[src/rtl/dm_responder_if.sv]
`default_nettype none
// +----------------------------------------------------------------------+
// | dm_responder_if: strobe/address/data bundle between requester and     |
// | the byte-serial data-memory responder.  Rev 1.0                       |
// +----------------------------------------------------------------------+
interface dm_responder_if;
  logic        nRD;
  logic        nWR;
  logic [31:0] Addr;
  logic [31:0] DataIn;
  logic [31:0] DataOut;
  logic        Ready;
  logic        Busy;
  logic        Conflict;

  modport master (
    output nRD, nWR, Addr, DataIn,
    input  DataOut, Ready, Busy, Conflict
  );

  modport slave (
    input  nRD, nWR, Addr, DataIn,
    output DataOut, Ready, Busy, Conflict
  );
endinterface
`default_nettype wire

[src/rtl/dm_responder.sv]
`default_nettype none
// +----------------------------------------------------------------------+
// | dm_responder: moves one byte per clock, big-endian, between the      |
// | memory port and a DEPTH-byte RAM; pulses Ready per 32-bit word.      |
// | Rev 1.0                                                              |
// +----------------------------------------------------------------------+
module dm_responder #(
  parameter int DEPTH = 128
) (
  input  wire logic CLK,
  input  wire logic Reset,
  dm_responder_if.slave bus
);
  localparam int AW = $clog2(DEPTH);

  typedef enum logic [1:0] {
    S_IDLE = 2'd0,
    S_BEAT = 2'd1,
    S_DONE = 2'd2
  } state_t;

  state_t          r_state;
  logic [1:0]      r_beat;
  logic            r_op_wr;
  logic [AW-1:0]   r_addr;
  logic [31:0]     r_wdata;
  logic [31:0]     r_shadow;
  logic [31:0]     r_dataout;
  logic            r_ready;
  logic            r_busy;
  logic [7:0]      r_mem [DEPTH];

  logic [AW-1:0]   w_idx;

  // Address arithmetic is AW bits wide, so the byte index wraps mod DEPTH.
  assign w_idx = r_addr + AW'(r_beat);

  assign bus.Conflict = !Reset && (r_state == S_IDLE) && !bus.nWR && !bus.nRD;
  assign bus.DataOut  = r_dataout;
  assign bus.Ready    = r_ready;
  assign bus.Busy     = r_busy;

  always_ff @(posedge CLK) begin
    if (Reset) begin
      r_state   <= S_IDLE;
      r_beat    <= 2'd0;
      r_op_wr   <= 1'b0;
      r_addr    <= '0;
      r_wdata   <= 32'h0;
      r_shadow  <= 32'h0;
      r_dataout <= 32'h0;
      r_ready   <= 1'b0;
      r_busy    <= 1'b0;
    end else begin
      case (r_state)
        S_IDLE: begin
          r_ready <= 1'b0;
          if (!bus.nWR) begin
            r_op_wr <= 1'b1;
            r_addr  <= bus.Addr[AW-1:0];
            r_wdata <= bus.DataIn;
            r_beat  <= 2'd0;
            r_busy  <= 1'b1;
            r_state <= S_BEAT;
          end else if (!bus.nRD) begin
            r_op_wr <= 1'b0;
            r_addr  <= bus.Addr[AW-1:0];
            r_beat  <= 2'd0;
            r_busy  <= 1'b1;
            r_state <= S_BEAT;
          end
        end
        S_BEAT: begin
          // Both data paths shift MSB-first, which yields big-endian order.
          if (r_op_wr) begin
            r_wdata <= {r_wdata[23:0], 8'h00};
          end else begin
            r_shadow <= {r_shadow[23:0], r_mem[w_idx]};
          end
          r_beat <= r_beat + 2'd1;
          if (r_beat == 2'd3) begin
            r_state <= S_DONE;
            r_ready <= 1'b1;
          end
        end
        S_DONE: begin
          r_ready <= 1'b0;
          r_busy  <= 1'b0;
          if (!r_op_wr) begin
            r_dataout <= r_shadow;
          end
          r_state <= S_IDLE;
        end
        default: begin
          r_state <= S_IDLE;
          r_ready <= 1'b0;
          r_busy  <= 1'b0;
        end
      endcase
    end
  end

  // RAM contents survive reset; a reset edge only suppresses the pending byte.
  always_ff @(posedge CLK) begin
    if (!Reset && (r_state == S_BEAT) && r_op_wr) begin
      r_mem[w_idx] <= r_wdata[31:24];
    end
  end
endmodule
`default_nettype wire

[src/flat_wrapper.sv]
// flat-port wrapper written by rule: the top's interface ports become plain ports
module dm_responder_flat 
#(
  parameter int DEPTH = 128
)
  (CLK, Reset, bus_nRD, bus_nWR, bus_Addr, bus_DataIn, bus_DataOut, bus_Ready, bus_Busy, bus_Conflict);
  dm_responder_if bus_i ();
  input  wire logic CLK;
  input  wire logic Reset;
  input wire logic [$bits(bus_i.nRD)-1:0] bus_nRD;
  input wire logic [$bits(bus_i.nWR)-1:0] bus_nWR;
  input wire logic [$bits(bus_i.Addr)-1:0] bus_Addr;
  input wire logic [$bits(bus_i.DataIn)-1:0] bus_DataIn;
  output wire logic [$bits(bus_i.DataOut)-1:0] bus_DataOut;
  output wire logic [$bits(bus_i.Ready)-1:0] bus_Ready;
  output wire logic [$bits(bus_i.Busy)-1:0] bus_Busy;
  output wire logic [$bits(bus_i.Conflict)-1:0] bus_Conflict;
  assign bus_i.nRD = bus_nRD;
  assign bus_i.nWR = bus_nWR;
  assign bus_i.Addr = bus_Addr;
  assign bus_i.DataIn = bus_DataIn;
  assign bus_DataOut = bus_i.DataOut;
  assign bus_Ready = bus_i.Ready;
  assign bus_Busy = bus_i.Busy;
  assign bus_Conflict = bus_i.Conflict;
  dm_responder #(.DEPTH(DEPTH)) u_core (.CLK(CLK), .Reset(Reset), .bus(bus_i));
endmodule
[config.mk]
export PLATFORM = sky130hd
export DESIGN_NAME = dm_responder_flat
export DESIGN_NICKNAME = d
export VERILOG_FILES = /design/src/rtl/dm_responder_if.sv /design/src/rtl/dm_responder.sv /design/src/flat_wrapper.sv
export SDC_FILE = /design/constraint.sdc
export NUM_CORES = 1
export LEC_CHECK = 0
export ABC_AREA = 1
export ABC_CLOCK_PERIOD_IN_PS = 3550
export CORE_ASPECT_RATIO = 2
export CORE_MARGIN = 10
export CORE_UTILIZATION = 57
export CTS_CLUSTER_SIZE = 10
export DETAILED_ROUTE_END_ITERATION = 10
export HOLD_SLACK_MARGIN = 0.06
export PLACE_DENSITY = 0.83
export SLEW_MARGIN = 20
export SYNTH_ARGS = -nofsm -noshare
export SYNTH_HDL_FRONTEND = slang
export SYNTH_SLANG_ARGS = --single-unit
[constraint.sdc]
create_clock -name CLK -period 3.55 [get_ports CLK]
set_clock_uncertainty 0.1 [all_clocks]
set_input_delay 0.71 -clock CLK [delete_from_list [all_inputs] [get_ports CLK]]
set_output_delay 0.71 -clock CLK [all_outputs]
set_load 0.02 [all_outputs]
==> metrics <==
row cnt 149; placed cell area 50400 µm²; placed insts 5902; First DRT Iteration DRCs 3684; DIE AREA 95600 µm²; fin crit period 3.45 ns; VDD IR-drop max 0.487 mV; clock tree buffer depth 3; Clk Latency, worst-skew pair 0.72 ns; YS warnings 0; P&R area growth vs syn 14.5%; count of cell types in the netlist 24; first-pass GRT wire length 188000 µm; antenna violations before repair 1; leakage 22.5 nW; cell taking the most area after synthesis edfxtp_1; Post-Syn Nets 4870; Synth area leaders edfxtp_1 (65%), nand2_1 (23%), dfxtp_1 (4.7%), nor2_1 (1.7%), clkbuf_1 (1.1%); IO Port Bufs 77; NumNets Final 5054; count of final setup violators 0; startpoint types flop; I/O Pins 103; Sink Count 1134; sequential share of the synthesized area 69.7%; WL/cell 20.3 µm; Reg clk slew, reported paths 0.05 ns; HP Class reg2reg; outcome complete, no violations; Syn Std Cell Area 47300 µm²; n_diodes 0; total track usage 25.5%; Critical Path Sink u_core.r_shadow[3]; FF-to-FF End u_core.r_shadow[3]; drt first pass iters 6; htree depth 4; Die H 427 µm; Worst Setup SP u_core.r_beat[0]; worst-path maximum fanout 83; number of antenna-violating nets in the routed design 0; top-area cell type share of the netlist area 65.0%; largest net degree at the start of global routing 162; final hold viol count 0; Mapped Cells 4798; startpoint of the worst register-to-register path u_core.r_beat[0]; CP Data Arrival Time 3.95 ns; hold_buf cts 0; core area 82400 µm²; reg2reg path depth 14; Slew Viols, Final 0; dpl hpwl 73300 µm; DR vias/cell 5.71; clock tree root buffer cell clkbuf_16; initial core utilization 57.4%; DRC Markers 0; crit path kind reg2reg; CTS tree built; non-filler cells, final 6074; r2r setup slk 0.10 ns; sequential standard cell area 33000 µm²; DR vias 34700; synthesized area per cell 9.85 µm²; grt ovf 0; RSZ-0062 raised after global routing false; die width 224 µm; fmax 290 MHz; final WL 123000 µm; final setup margin 0.105 ns; relative slew slack 30.9%; critical path required time 4.05 ns; Synth Register Bits 1134; Multi-input gate area 13300 µm²; Pwr per Cell Area 587 nW/µm²; Setup TNS 0 ns; CP endpoint kind flop; vias in the first global route 34600; routability congestion estimate 0.921; Layout fillers 5506; pre-CTS setup slack 0.00333 ns; worst slew pin tran 1.04 ns; Final Cycle Share 97.1%; Max Cap Viol 0; design area 54100 µm²; share of cells above drive strength 1 8.03%; CTS Buf Count 131
[how the worst min path moves through the flow]
stage,from,endpoint,depth (start not counted)
6_report,u_core.bus.DataOut[25],u_core.bus.DataOut[25],2
3_5_place_dp,u_core.bus.DataOut[0],u_core.bus.DataOut[0],2
4_1_cts,u_core.bus.DataOut[0],u_core.bus.DataOut[0],2
5_1_grt,u_core.bus.DataOut[0],u_core.bus.DataOut[0],2
2_1_floorplan,u_core.r_wdata[0],u_core.r_wdata[0],2
3_3_place_gp,u_core.bus.DataOut[23],u_core.bus.DataOut[23],2
[what timing repair did]
action / CTS / global route
pin swaps: 1 / 0
setup endpoints to repair: 17 / 8
gates resized for setup: 1 / 1
gates cloned: 0 / 0
buffers inserted: 4 / 0
[state kept, by name (all words and copies together), names as in the netlist]
signal              count
u_core.bus.Busy         1
u_core.r_op_wr          1
u_core.bus.Ready        1
u_core.r_shadow        32
u_core.r_addr           7
u_core.r_wdata         32
u_core.r_beat           2
u_core.bus.DataOut     32
u_core.r_state          2
u_core.r_mem         1024
[metrics by stage]
step	power, mW	hold slack [ns]	utilization, %
floorplan	18.3	0.341	-
global placement	19.8	0.348	61.2
detailed placement	20.0	0.353	61.2
CTS	31.7	0.359	65.7
global route	32.8	0.379	65.7
finish	31.8	0.357	65.7
[power breakdown]
group	internal (mW)	total [mW]	switching [mW]
Combinational	1.33	4.85	3.53
Clock	7.02	11.9	4.84
Sequential	14.8	15.1	0.231
[cell type report]
type                       count  area share, %
tap                         1057           2.44
timing repair buffer         304           5.27
inverter                      19          0.155
sequential                  1134           60.9
clock buffer                 164           6.68
multi-input combinational   3392           24.5
clock inverter                 4         0.0508
[logic make-up after synthesis]
group,share of synthesized area [%]
AOI/OAI and AO/OA,1.85
xor gates and xnor gates,0.124
adders and majority gates,0.122
buffers and inverters,2.38
DFF,69.7
and+or+nand+nor,25.8
[Yosys cell counts]
cell and count:
a21oi_1 47, a31oi_1 24, a32o_1 1, buf_1 26, buf_2 85, clkbuf_1 142
dfxtp_1 110, edfxtp_1 1024, fa_1 1, ha_1 3, inv_1 14, inv_2 5
nand2_1 2902, nand3_1 85, nor2_1 219, nor2_2 6, nor2_4 2, nor3_1 1
o21ai_0 68, o21ai_1 28, xnor2_1 1, xnor2_2 1, xor2_1 2, xor2_2 1
[critical path, stage by stage (launching register included)]
cell	delay, ns
dfxtp_1	0.35
ha_4	0.18
fa_4	0.83
inv_6	0.10
buf_12	0.22
nand2_1	0.14
nand2_1	0.06
nand2_1	0.11
nand3_1	0.13
nand2_1	0.12
nand2_1	0.07
o21ai_1	0.52
nand2_1	0.13
nor2_1	0.13
nor2_1	0.04
[routing by layer]
metal | track usage [%] | share of wire (%)
met5 | 0 | 0.0057
met4 | 18.2 | 7.4
met3 | 5.06 | 9.3
met2 | 45.6 | 52
met1 | 26.0 | 31
[cell usage in the layout, fill, tap and decap left out, drive strengths merged]
cell type      netlist  final
nor2               227    227
ha                   3      3
edfxtp            1024   1024
a21oi               47     47
o21ai               96     96
a32o                 1      1
nor3                 1      1
clkbuf             142    164
xnor2                2      2
inv                 19     21
clkdlybuf4s50        0     77
dfxtp              110    110
xor2                 3      3
a31oi               24     24
buf                111    227
fa                   1      1
clkinv               0      2
nand3               85     85
nand2             2902   2902
Power figures use the tool's default switching activity.
